`src/rtl/sr_cmd_debouncer_pkg.sv`:
```
// Shared definitions for the set/reset command debouncer.
//   SYNC_STAGES     : depth of the per-button synchroniser
//   DEBOUNCE_SIM    : short stability window used in simulation
//   DEBOUNCE_BOARD  : stability window for the 100 MHz board build (10 ms)
//   sr_cmd_e        : encoding of the {S,R} command pair driven downstream
package sr_cmd_debouncer_pkg;

  localparam int SYNC_STAGES    = 2;
  localparam int DEBOUNCE_SIM   = 4;
  localparam int DEBOUNCE_BOARD = 1_000_000;

  // Bit 1 is S, bit 0 is R. CMD_INVALID is never issued by this block.
  typedef enum logic [1:0] {
    CMD_HOLD    = 2'b00,
    CMD_SET     = 2'b10,
    CMD_RST     = 2'b01,
    CMD_INVALID = 2'b11
  } sr_cmd_e;

endpackage

```
`src/rtl/sr_cmd_debouncer_if.sv`:
```
// Button/command bundle between the board (or bench) and the debouncer.
//   btn_set_raw, btn_rst_raw : raw asynchronous push-buttons
//   S, R                     : one-cycle set/reset command pulses
//   set_level, rst_level     : debounced button levels
//   conflict                 : one-cycle pulse when both buttons accept together
//   q_expect                 : modelled state of the downstream SR element
// master drives the buttons and observes the commands; slave is the debouncer.
interface sr_cmd_debouncer_if;

  logic btn_set_raw;
  logic btn_rst_raw;
  logic S;
  logic R;
  logic set_level;
  logic rst_level;
  logic conflict;
  logic q_expect;

  modport master (
    output btn_set_raw, btn_rst_raw,
    input  S, R, set_level, rst_level, conflict, q_expect
  );

  modport slave (
    input  btn_set_raw, btn_rst_raw,
    output S, R, set_level, rst_level, conflict, q_expect
  );

endinterface

```
`src/rtl/sr_cmd_debouncer_debounce_channel.sv`:
```
// One button channel: synchroniser, debounce counter, level register.
//   clk, rst : clock and synchronous active-high reset
//   raw      : asynchronous button input
//   level    : debounced level (registered)
//   rise     : high during the cycle whose closing edge takes level 0->1,
//              so a register clocked on that edge updates together with level
module debounce_channel
  import sr_cmd_debouncer_pkg::*;
#(
  parameter int STABLE_CYCLES = DEBOUNCE_SIM
) (
  input  logic clk,
  input  logic rst,
  input  logic raw,
  output logic level,
  output logic rise
);

  localparam int CNT_W = $clog2(STABLE_CYCLES + 1);
  localparam logic [CNT_W-1:0] CNT_LAST = CNT_W'(STABLE_CYCLES - 1);

  logic [SYNC_STAGES-1:0] sync;
  logic [CNT_W-1:0]       cnt;
  logic                   synced;
  logic                   accept;

  assign synced = sync[SYNC_STAGES-1];

  // The counter reaching STABLE_CYCLES is folded into "last count value seen
  // while still differing", so it never actually holds STABLE_CYCLES.
  assign accept = (synced != level) && (cnt == CNT_LAST);
  assign rise   = accept && !level;

  always_ff @(posedge clk) begin
    if (rst) begin
      sync  <= '0;
      cnt   <= '0;
      level <= 1'b0;
    end else begin
      sync <= {sync[SYNC_STAGES-2:0], raw};
      if (synced == level) begin
        cnt <= '0;
      end else if (accept) begin
        level <= ~level;
        cnt   <= '0;
      end else begin
        cnt <= cnt + 1'b1;
      end
    end
  end

endmodule

```
`src/rtl/sr_cmd_debouncer.sv`:
```
// Command front end for the lab SR storage element.
//   clk, rst : clock and synchronous active-high reset
//   bus      : slave side of sr_cmd_debouncer_if (raw buttons in,
//              S/R pulses, debounced levels, conflict and q_expect out)
// Each button is debounced independently; a newly accepted press becomes a
// single S or R pulse. Simultaneous acceptance issues neither and flags
// conflict instead, so S=R=1 can never reach the SR element.
module sr_cmd_debouncer
  import sr_cmd_debouncer_pkg::*;
#(
  parameter int STABLE_CYCLES = DEBOUNCE_SIM
) (
  input  logic                 clk,
  input  logic                 rst,
  sr_cmd_debouncer_if.slave    bus
);

  logic    set_lvl, rst_lvl;
  logic    set_rise, rst_rise;
  sr_cmd_e cmd_next;
  logic    conflict_next;
  logic    s_q, r_q, conflict_q, q_q;

  debounce_channel #(.STABLE_CYCLES(STABLE_CYCLES)) u_set (
    .clk   (clk),
    .rst   (rst),
    .raw   (bus.btn_set_raw),
    .level (set_lvl),
    .rise  (set_rise)
  );

  debounce_channel #(.STABLE_CYCLES(STABLE_CYCLES)) u_rst (
    .clk   (clk),
    .rst   (rst),
    .raw   (bus.btn_rst_raw),
    .level (rst_lvl),
    .rise  (rst_rise)
  );

  always_comb begin
    cmd_next      = CMD_HOLD;
    conflict_next = 1'b0;
    if (set_rise && rst_rise) begin
      conflict_next = 1'b1;
    end else if (set_rise) begin
      cmd_next = CMD_SET;
    end else if (rst_rise) begin
      cmd_next = CMD_RST;
    end
  end

  always_ff @(posedge clk) begin
    if (rst) begin
      s_q        <= 1'b0;
      r_q        <= 1'b0;
      conflict_q <= 1'b0;
      q_q        <= 1'b0;
    end else begin
      s_q        <= cmd_next[1];
      r_q        <= cmd_next[0];
      conflict_q <= conflict_next;
      if (cmd_next == CMD_SET) begin
        q_q <= 1'b1;
      end else if (cmd_next == CMD_RST) begin
        q_q <= 1'b0;
      end
    end
  end

  assign bus.S         = s_q;
  assign bus.R         = r_q;
  assign bus.conflict  = conflict_q;
  assign bus.q_expect  = q_q;
  assign bus.set_level = set_lvl;
  assign bus.rst_level = rst_lvl;

endmodule

```
`src/flat_wrapper.sv`:
```
// flat-port wrapper written by rule: the top's interface ports become plain ports
module sr_cmd_debouncer_flat import sr_cmd_debouncer_pkg::*;
#(
  parameter int STABLE_CYCLES = DEBOUNCE_SIM
)
  (clk, rst, bus_btn_set_raw, bus_btn_rst_raw, bus_S, bus_R, bus_set_level, bus_rst_level, bus_conflict, bus_q_expect);
  sr_cmd_debouncer_if bus_i ();
  input  logic clk;
  input  logic rst;
  input wire logic [$bits(bus_i.btn_set_raw)-1:0] bus_btn_set_raw;
  input wire logic [$bits(bus_i.btn_rst_raw)-1:0] bus_btn_rst_raw;
  output wire logic [$bits(bus_i.S)-1:0] bus_S;
  output wire logic [$bits(bus_i.R)-1:0] bus_R;
  output wire logic [$bits(bus_i.set_level)-1:0] bus_set_level;
  output wire logic [$bits(bus_i.rst_level)-1:0] bus_rst_level;
  output wire logic [$bits(bus_i.conflict)-1:0] bus_conflict;
  output wire logic [$bits(bus_i.q_expect)-1:0] bus_q_expect;
  assign bus_i.btn_set_raw = bus_btn_set_raw;
  assign bus_i.btn_rst_raw = bus_btn_rst_raw;
  assign bus_S = bus_i.S;
  assign bus_R = bus_i.R;
  assign bus_set_level = bus_i.set_level;
  assign bus_rst_level = bus_i.rst_level;
  assign bus_conflict = bus_i.conflict;
  assign bus_q_expect = bus_i.q_expect;
  sr_cmd_debouncer #(.STABLE_CYCLES(STABLE_CYCLES)) u_core (.clk(clk), .rst(rst), .bus(bus_i));
endmodule
```
`config.mk`:
```
export PLATFORM = sky130hd
export DESIGN_NAME = sr_cmd_debouncer_flat
export DESIGN_NICKNAME = d
export VERILOG_FILES = /design/src/rtl/sr_cmd_debouncer_pkg.sv /design/src/rtl/sr_cmd_debouncer_if.sv /design/src/rtl/sr_cmd_debouncer_debounce_channel.sv /design/src/rtl/sr_cmd_debouncer.sv /design/src/flat_wrapper.sv
export SDC_FILE = /design/constraint.sdc
export NUM_CORES = 1
export LEC_CHECK = 0
export CAP_MARGIN = 20
export CORE_AREA = 2 2 39 41
export CTS_CLUSTER_DIAMETER = 200
export DETAILED_ROUTE_END_ITERATION = 8
export DIE_AREA = 0 0 41 43
export DONT_BUFFER_PORTS = 1
export SLEW_MARGIN = 25
export SYNTH_ARGS = -nofsm -noshare
export SYNTH_HDL_FRONTEND = slang
export SYNTH_SLANG_ARGS = --single-unit
```
`constraint.sdc`:
```
create_clock -name clk -period 3.26 [get_ports clk]
set_clock_uncertainty 0.2 [all_clocks]
set_input_delay 0.652 -clock clk [delete_from_list [all_inputs] [get_ports clk]]
set_output_delay 0.652 -clock clk [all_outputs]
set_load 0.01 [all_outputs]
```
# Word-level counts from Yosys, hierarchy flattened
# Index checks and enable logic that the tools add are counted.
# W data, S select, Z words.
[totals]
elab_cells = 42
out_inout_bits = 6
register_bits = 16
[op_classes]
eq_ne = 8
reduce_logical = 12
n_bitwise = 4
n_mux = 6
addsub = 2
[op_table]
columns = ["cell", "n"]
rows = [
  ["$add A3 B1 Y3 const B", 2],
  ["$eq A3 B2 Y1 const B", 2],
  ["$reduce_or A3 Y1", 2],
  ["$logic_and A1 B1 Y1", 5],
  ["$mux W1", 4],
  ["$mux W2", 2],
  ["$not A1 Y1", 4],
  ["$reduce_and A2 Y1", 2],
  ["$eq A1 B1 Y1", 2],
  ["$eq A2 B1 Y1 const B", 1],
  ["$eq A2 B2 Y1 const B", 1],
  ["$logic_not A1 Y1", 2],
  ["$ne A1 B1 Y1", 2],
  ["$reduce_bool A2 Y1", 1],
]

# Depth between registers and ports, before layout
# Gate-level depths: netlist (run 1).
[depth]
ltp_word = 9
mapped_depth = 7

# By module
# From an unflattened synthesis (run 1), not the netlist that was laid out.
[unflattened]
cells_unflattened = 52
area_unflattened_um2 = 590.6
[by_module_without_submodules]
columns = ["module", "seq_area_each_um2", "cells_per_inst", "instances", "area_per_inst_um2"]
rows = [
  ["debounce_channel", 120.1, 19, 2, 216.5],
  ["sr_cmd_debouncer", 80.1, 14, 1, 157.7],
]

# Worst setup path before layout (run 1)
# Ideal clock, no wire load.
[synth_path]
kind = "register -> register"
from = "reg u_core.u_set.cnt[0]"
to = "reg u_core.q_q, in the netlist u_core.bus.q_expect"
path_buffers = 0
arrival_time_ns = 1.510
required_ns = 2.946
path_slack_ns = 1.435
stages_incl_launch_ff = 8
cell_sequence = "dfxtp_1 > ha_1 > ha_1 > nand2_1 > or2_2 > ha_1 > mux2i_1 > nor2_1"
[synth_via]
elab_chain_len = 7
[synth_rtl]
columns = ["element", "line", "text"]
rows = [
  ["from (decl)", "sr_cmd_debouncer_debounce_channel.sv:23", "logic [CNT_W-1:0] cnt;"],
  ["from (signal assigned)", "sr_cmd_debouncer_debounce_channel.sv:47", "cnt <= cnt + 1'b1;"],
  ["$eq A3 B2 Y1 *", "sr_cmd_debouncer_debounce_channel.sv:31", "assign accept = (synced != level) && (cnt == CNT_LAST);"],
  ["$logic_and A1 B1 Y1 *", "sr_cmd_debouncer_debounce_channel.sv:31", ""],
  ["$logic_and A1 B1 Y1 *", "sr_cmd_debouncer_debounce_channel.sv:32", "assign rise = accept && !level;"],
  ["$mux W2 or $logic_and A1 B1 Y1 (tied branches)", "sr_cmd_debouncer.sv:45, sr_cmd_debouncer.sv:43", ""],
  ["$mux W2 *", "sr_cmd_debouncer.sv:43", "if (set_rise && rst_rise) begin"],
  ["$eq A2 B2 Y1 or $eq A2 B1 Y1 (tied branches)", "sr_cmd_debouncer.sv:62, sr_cmd_debouncer.sv:64", ""],
  ["$mux W1 or $reduce_bool A2 Y1 (tied branches)", "--", ""],
  ["to (signal assigned)", "sr_cmd_debouncer.sv:57", "q_q <= 1'b0;"],
  ["to (signal assigned)", "sr_cmd_debouncer.sv:63", "q_q <= 1'b1;"],
  ["to (signal assigned)", "sr_cmd_debouncer.sv:65", "q_q <= 1'b0;"],
  ["to (decl)", "sr_cmd_debouncer.sv:22", "logic s_q, r_q, conflict_q, q_q;"],
]
# Mark *: on every way between the ends. The rest lies on a longest branch, timed or not.
# A chain may end at the register's enable or synchronous reset.

# Worst setup path in the final report (run 1)
# Ends and elaborated chain as after synthesis.

==> results of run 1 <==
==> Yosys cell counts <==
master | number | area [um^2]
nand2b_1 | 2 | 12.51
nor4b_2 | 2 | 30.03
nor2_1 | 3 | 11.26
a21oi_1 | 2 | 10.01
xnor2_1 | 2 | 17.52
buf_6 | 1 | 11.26
mux2i_1 | 1 | 10.01
nor2b_1 | 5 | 31.28
dfxtp_1 | 16 | 320.3
or2_2 | 2 | 12.51
ha_1 | 7 | 87.58
and2b_1 | 2 | 15.01
nor4_1 | 4 | 25.02
inv_1 | 2 | 7.510
nand2_1 | 2 | 7.510
==> sequential cells by signal (all words and copies together), names as in the netlist <==
| name | flops |
|---|---|
| u_core.u_set.sync | 2 |
| u_core.u_rst.cnt | 3 |
| u_core.bus.S | 1 |
| u_core.bus.conflict | 1 |
| u_core.u_set.level | 1 |
| u_core.u_set.cnt | 3 |
| u_core.u_rst.sync | 2 |
| u_core.u_rst.level | 1 |
| u_core.bus.q_expect | 1 |
| u_core.bus.R | 1 |
==> stage by stage <==
| step | cells | power, uW | setup WS, ns | hold WS [ns] |
|---|---|---|---|---|
| after floorplan | 53 | 210.6 | 1.435 | 0.2053 |
| after global placement | 68 | 208.6 | 1.325 | 0.2172 |
| after detailed placement | 68 | 208.7 | 1.291 | 0.2260 |
| after CTS | 72 | 336.4 | 1.278 | 0.2179 |
| after global routing | 72 | 342.3 | 1.170 | 0.2159 |
| final | 72 | 331.5 | 1.290 | 0.2229 |
==> worst paths after layout <==
check	startpoint	end	cells past startpoint
setup / recovery	u_core.u_set.cnt[0]$_SDFF_PP0_	u_core.bus.q_expect$_SDFFE_PP0P_	7
hold / removal	rst	u_core.u_set.sync[0]$_SDFF_PP0_	1
setup reg to reg	u_core.u_set.cnt[0]$_SDFF_PP0_	u_core.bus.q_expect$_SDFFE_PP0P_	7
hold reg to reg	u_core.u_rst.cnt[0]$_SDFF_PP0_	u_core.u_rst.cnt[0]$_SDFF_PP0_	1
==> worst max-delay path: cells and delay by family, from the launching register on <==
family / cells / cell delay [ns]
multiplexers: 1 / 0.17
flip-flops: 1 / 0.35
AND/OR/NAND/NOR: 3 / 0.46
adder cells (fa/ha/maj): 3 / 0.69
==> kinds of logic (layout without fill, tap and decap cells) <==
family | after synthesis | count (layout) | share of synthesized area (%)
simple gates | 22 | 22 | 23.82
flops | 16 | 16 | 52.57
fa+ha+maj | 7 | 7 | 14.37
buf+inv | 3 | 6 | 3.080
compound gates | 2 | 2 | 1.643
xor+xnor | 2 | 2 | 2.875
mux | 1 | 1 | 1.643
==> final cells by class <==
| type | instances | area share (%) |
|---|---|---|
| clock buffer | 4 | 5.545 |
| inverter | 2 | 1.147 |
| multi-input combinational | 34 | 41.30 |
| sequential | 16 | 48.95 |
| tap | 16 | 3.059 |
==> report_power, final <==
group	switching (uW)	internal, uW	leakage [uW]	total (uW)
Sequential	1.27	198	0.000130	200
Clock	59.6	68.0	0.0000210	128
Combinational	1.51	2.83	0.000118	4.33
Total	62.4	269	0.000268	332
==> cell usage in the layout (no fill, tap or decap) <==
cell,count
dfxtp_1,16
ha_1,7
nor2b_1,5
nor4_1,4
nor2_1,3
clkbuf_4,3
inv_1,2
nand2_1,2
or2_2,2
xnor2_1,2
nor4b_2,2
nand2b_1,2
a21oi_1,2
and2b_1,2
mux2i_1,1
clkbuf_8,1
==> metal layers <==
metal | global-route usage (%) | share of wire, % | up-vias
met5 | 0 | 0 | -
met4 | 10.00 | 3.2 | 0
met3 | 3.665 | 6.0 | 4
met2 | 17.81 | 48 | 9
met1 | 14.43 | 43 | 158
li1 | - | - | 184
==> results by group, run 1 <==
Route
  – Routed vias: 355
  – Vias per cell: just under 5
  – Final ANT Viol Nets: 0
  – 1st-iter DRT viols: 4
  – DRC viols: 0
  – DRT Pass-1 Iters: 3
  – WL final: 781 um
  – Drt wl/cell: 10.85 um

Clock network
  – Root buffer cell: clkbuf_4
  – Htree depth: 1
  – Post-CTS setup buffers: 0
  – Worst-path clk slew: 0.09 ns
  – Clock Sinks: 16
  – Bufs on Longest Clock Path: 2
  – PostCTS Resize Cnt: 0
  – Clock latency on the worst-skew pair: 0.28 ns
  – Hold_buf cts: 0
  – Number of CTS-inserted buffers: 3
  – TritonCTS clock tree: done

Yosys
  – Seq/Total Area, Yosys: 52.57%
  – YS warnings: 0
  – Post-synthesis cell type count: 15
  – Area of the mapped netlist: 609.3 um^2
  – #FFs+latches synth: 16
  – Net Count, Synth: 64
  – Avg Synthesized Cell Area: approximately 11 um^2
  – Post-Syn Instances: 53

Setup path
  – Slowest CP cell: dfxtp_1
  – Arr. time, crit path: between 1.5 and 2 ns
  – Crit-path max FO: 5
  – CP Cell Sequence: ha_1, ha_1, nand2_1, or2_2, ha_1, mux2i_1, nor2_1
  – Setup CP Type: reg2reg
  – R2R Setup Slk: 1.29 ns
  – Cell repeated most along the worst path: ha_1
  – Crit path largest cell delay: 0.35 ns
  – Crit path capture type: flop
  – CP startpoint kind: flop
  – Worst Path Required: 3.24 ns

Timing
  – Fin crit share: about three fifths
  – Final setup TNS: 0 ns
  – Fin. max-slew vios: 0
  – F_max: 0.5076 GHz
  – Worst slew pin tran: between 0.2 and 0.3 ns
  – Slew Limit Headroom: 80.49%
  – Final setup violating endpoints: 0
  – Min cycle time layout: 1.970 ns
  – RSZ-0062 raised after global routing: false
  – Final Hold Viols: 0

GRT
  – Antenna violations before repair: 0
  – Vias in the first global route: 344
  – Gr ovfl total: 0
  – First-pass GRT wire length: 1428 um
  – GRT Overall Usage: 12.41%
  – Pin count of the biggest net entering global routing: 17

Floorplanning
  – FP Rows: 14
  – Die H: 43 um
  – Die area: 1763 um^2
  – Top Ports: 10
  – Die outline width: 41 um
  – Core Area: 1384 um^2
  – Initial Util: 44.03%

Finish
  – Layout area overhead: 7.392%
  – Share of post-route cells with drive strength above 1: 14.29%
  – Nets: 68
  – Area of the multi-input gates: 270.3 um^2
  – Final Core Density: 47.29%
  – FF+latch area: 320.3 um^2
  – ANT cells: 0
  – Fillers: 133
  – Post-route cell area: roughly 650 um^2

Outcome
  – Outcome: finished, final reports clean

Place
  – GPL Wtd Cong: 0.6774
  – # port buffers: 0
  – DP Area: around 600 um^2
  – Hpwl dp: around 560 um

Flow run
  – Max-cap viol count: 0

Pwr
  – Worst VDD drop: 0.2656 mV
  – P_leak: 0.0002685 uW
  – PwrDens: a little over 500 nW/um^2

Min path
  – Hold crit path type: in2reg
Note: power is estimated with default switching activity, not from simulation.
==> run 2, diff against run 1 <==
==> constraint.sdc (replaced) <==
create_clock -name clk -period 1.6 [get_ports clk]
set_clock_uncertainty 0.2 [all_clocks]
set_input_delay 0.32 -clock clk [delete_from_list [all_inputs] [get_ports clk]]
set_output_delay 0.32 -clock clk [all_outputs]
set_load 0.01 [all_outputs]
==> results by group, run 2 (same netlist as run 1, synthesis figures left out) <==
Clock network
  – Bufs on Longest Clock Path: 2 (unchanged)
  – Root buffer cell: clkbuf_4 (unchanged)
  – Worst-path clk slew: 0.08 ns (was 0.09 ns)
  – Number of CTS-inserted buffers: 3 (unchanged)
  – Htree depth: 1 (unchanged)
  – Clock Sinks: 16 (unchanged)
  – TritonCTS clock tree: done (unchanged)
  – Hold_buf cts: 3 (was 0)
  – Clock latency on the worst-skew pair: 0.28 ns (about the same)

GRT
  – First-pass GRT wire length: 1635 um (was 1428 um)
  – Vias in the first global route: 413 (was 344)
  – Antenna violations before repair: 0 (unchanged)
  – Pin count of the biggest net entering global routing: 17 (unchanged)
  – Gr ovfl total: 0 (unchanged)
  – GRT Overall Usage: 14.53% (was 12.41%)

Route
  – WL final: 942 um (was 781 um)
  – Final ANT Viol Nets: 0 (unchanged)
  – DRT Pass-1 Iters: 2 (was 3)
  – Vias per cell: 5.063 (was 4.931)
  – Routed vias: 405 (was 355)
  – 1st-iter DRT viols: 4 (unchanged)
  – DRC viols: 0 (unchanged)
  – Drt wl/cell: 11.78 um (was 10.85 um)

Setup path
  – CP startpoint kind: flop (unchanged)
  – R2R Setup Slk: -0.08 ns (was 1.29 ns)
  – Arr. time, crit path: 1.66 ns (was 1.95 ns)
  – Worst Path Required: 1.58 ns (was 3.24 ns)
  – Reg2reg path depth: 7 (unchanged)
  – R2r endpoint: u_core.bus.q_expect$_SDFFE_PP0P_ (unchanged)
  – Setup CP Type: reg2reg (unchanged)
  – Reg2reg start: u_core.u_set.cnt[0]$_SDFF_PP0_ (unchanged)
  – Crit path capture type: flop (unchanged)
  – Crit-path max FO: 2 (was 5)

Finish
  – FF+latch area: 325.3 um^2 (was 320.3 um^2)
  – Commonest non-fill, non-tap cell in the layout: dfxtp_1 (unchanged)
  – Largest registers: u_core.u_rst.cnt (3), u_core.u_set.cnt (3) (unchanged)
  – Post-route cell area: 800.8 um^2 (was 654.4 um^2)
  – Cell Count, Final, Fillers Out: 80 (was 72)
  – ANT cells: 0 (unchanged)
  – Nets: 77 (was 68)
  – Share of post-route cells with drive strength above 1: 42.19% (was 14.29%)
  – Fillers: 122 (was 133)
  – Layout area overhead: 31.42% (was 7.392%)
  – Area of the multi-input gates: 350.3 um^2 (was 270.3 um^2)
  – Commonest non-fill, non-tap cells in the layout: dfxtp_1 (12), buf_4 (6), nor2b_1 (5), ha_4 (5) (was dfxtp_1 (16), ha_1 (7), nor2b_1 (5), nor4_1 (4))

Flow run
  – Max-cap viol count: 0 (unchanged)

Place
  – DP Area: 725.7 um^2 (was 618.1 um^2)
  – Hpwl dp: 731.7 um (was 563.6 um)
  – GPL Wtd Cong: 0.6651 (was 0.6774)
  – Placed insts: 74 (was 68)
  – # port buffers: 0 (unchanged)

Timing
  – Final setup violating endpoints: 1 (was 0)
  – Final Hold Viols: 11 (was 0)
  – PnR worst setup slack: -0.08026 ns (was 1.290 ns)
  – Slew Limit Headroom: 79.76% (was 80.49%)
  – Worst slew pin tran: 0.3015 ns (was 0.2905 ns)
  – RSZ-0062 raised after global routing: true (was false)
  – Min cycle time layout: 1.680 ns (was 1.970 ns)
  – F_max: 0.5951 GHz (was 0.5076 GHz)
  – Final hold slack: -0.1066 ns (was 0.2229 ns)
  – Fin crit share: 105.0% (was 60.43%)
  – Fin. max-slew vios: 0 (unchanged)

Pwr
  – Worst VDD drop: 0.5553 mV (was 0.2656 mV)
  – P_leak: 0.0003130 uW (was 0.0002685 uW)
  – PwrDens: 775.4 nW/um^2 (was 506.6 nW/um^2)

Outcome
  – Outcome: finished, violations left (was finished, final reports clean)
  – Failing checks: hold timing, setup timing

Min path
  – Hold crit path type: in2reg (unchanged)
  – HP Start: rst (unchanged)
  – Hold Path Sink: u_core.bus.q_expect$_SDFFE_PP0P_ (was u_core.u_set.sync[0]$_SDFF_PP0_)
  – Hold depth: 1 (unchanged)

Floorplanning
  – Die H: 43 um (unchanged)
  – Core Area: 1384 um^2 (unchanged)
  – Die outline width: 41 um (unchanged)
  – Initial Util: 44.03% (unchanged)
  – Die area: 1763 um^2 (unchanged)
  – Top Ports: 10 (unchanged)
  – FP Rows: 14 (unchanged)
## run 2: per-layer routing
layer / vias to the layer above / global-route usage, % / wire (um)
li1: 199 / - / -
met1: 195 / 14.72 / 362
met2: 9 / 24.06 / 519
met3: 2 / 5.236 / 40
met4: 0 / 8.000 / 19
met5: - / 0 / 0
## run 2: cell type report
type,count,share of cell area (%)
multi-input combinational,34,43.75
sequential,16,40.63
clock buffer,3,2.812
timing repair buffer,9,9.375
tap,16,2.500
inverter,2,0.9375
## run 2: through the flow
stage / total power [uW] / setup TNS, ns / util (%) / worst slack, ns / hold slack (ns)
final: 621.0 / -0.08026 / 57.87 / -0.08026 / -0.1066
after detailed placement: 428.2 / -0.1032 / 52.44 / -0.07245 / 0.1907
after CTS: 631.8 / -0.08594 / 57.32 / -0.08594 / -0.1137
after global routing: 659.4 / -0.1572 / 57.87 / -0.1572 / -0.1277
after global placement: 426.3 / -0.05328 / 52.44 / -0.04421 / 0.1891
after floorplan: 430.1 / -0.05797 / - / -0.05797 / 0.1916
## run 2: how the worst max path moves through the flow
stage,start,endpoint,slack (ns),cells past startpoint
final,u_core.u_set.cnt[0]$_SDFF_PP0_,u_core.bus.q_expect$_SDFFE_PP0P_,-0.08,7
after global routing,u_core.u_set.cnt[0]$_SDFF_PP0_,u_core.bus.q_expect$_SDFFE_PP0P_,-0.16,7
after CTS,u_core.u_set.cnt[1]$_SDFF_PP0_,u_core.bus.q_expect$_SDFFE_PP0P_,-0.09,7
after detailed placement,u_core.u_rst.cnt[0]$_SDFF_PP0_,u_core.bus.q_expect$_SDFFE_PP0P_,-0.07,7
after global placement,u_core.u_rst.cnt[0]$_SDFF_PP0_,u_core.bus.q_expect$_SDFFE_PP0P_,-0.04,7
after floorplan,u_core.u_set.cnt[1]$_SDFF_PP0_,u_core.bus.q_expect$_SDFFE_PP0P_,-0.06,7
## run 2: worst max-delay path, stage by stage (launching register included)
cell and delay (ns):
dfxtp_2 0.36, ha_4 0.14, ha_4 0.13, nand2_2 0.05
or2_4 0.23, ha_4 0.26, mux2i_1 0.16, nor2_1 0.05
## run 2: repair_timing
item,4_1_cts,5_1_grt
hold endpoints to repair,14,11
setup buffers,0,0
resized for setup,4,3
pin swaps,1,4
endpoints found under the setup margin,3,2
## run 2: power breakdown
group,total (uW),switching [uW],internal (uW)
clock,197,110,87.3
sequential,408,3.93,404
combinational,15.7,4.31,11.4
total,621,118,503
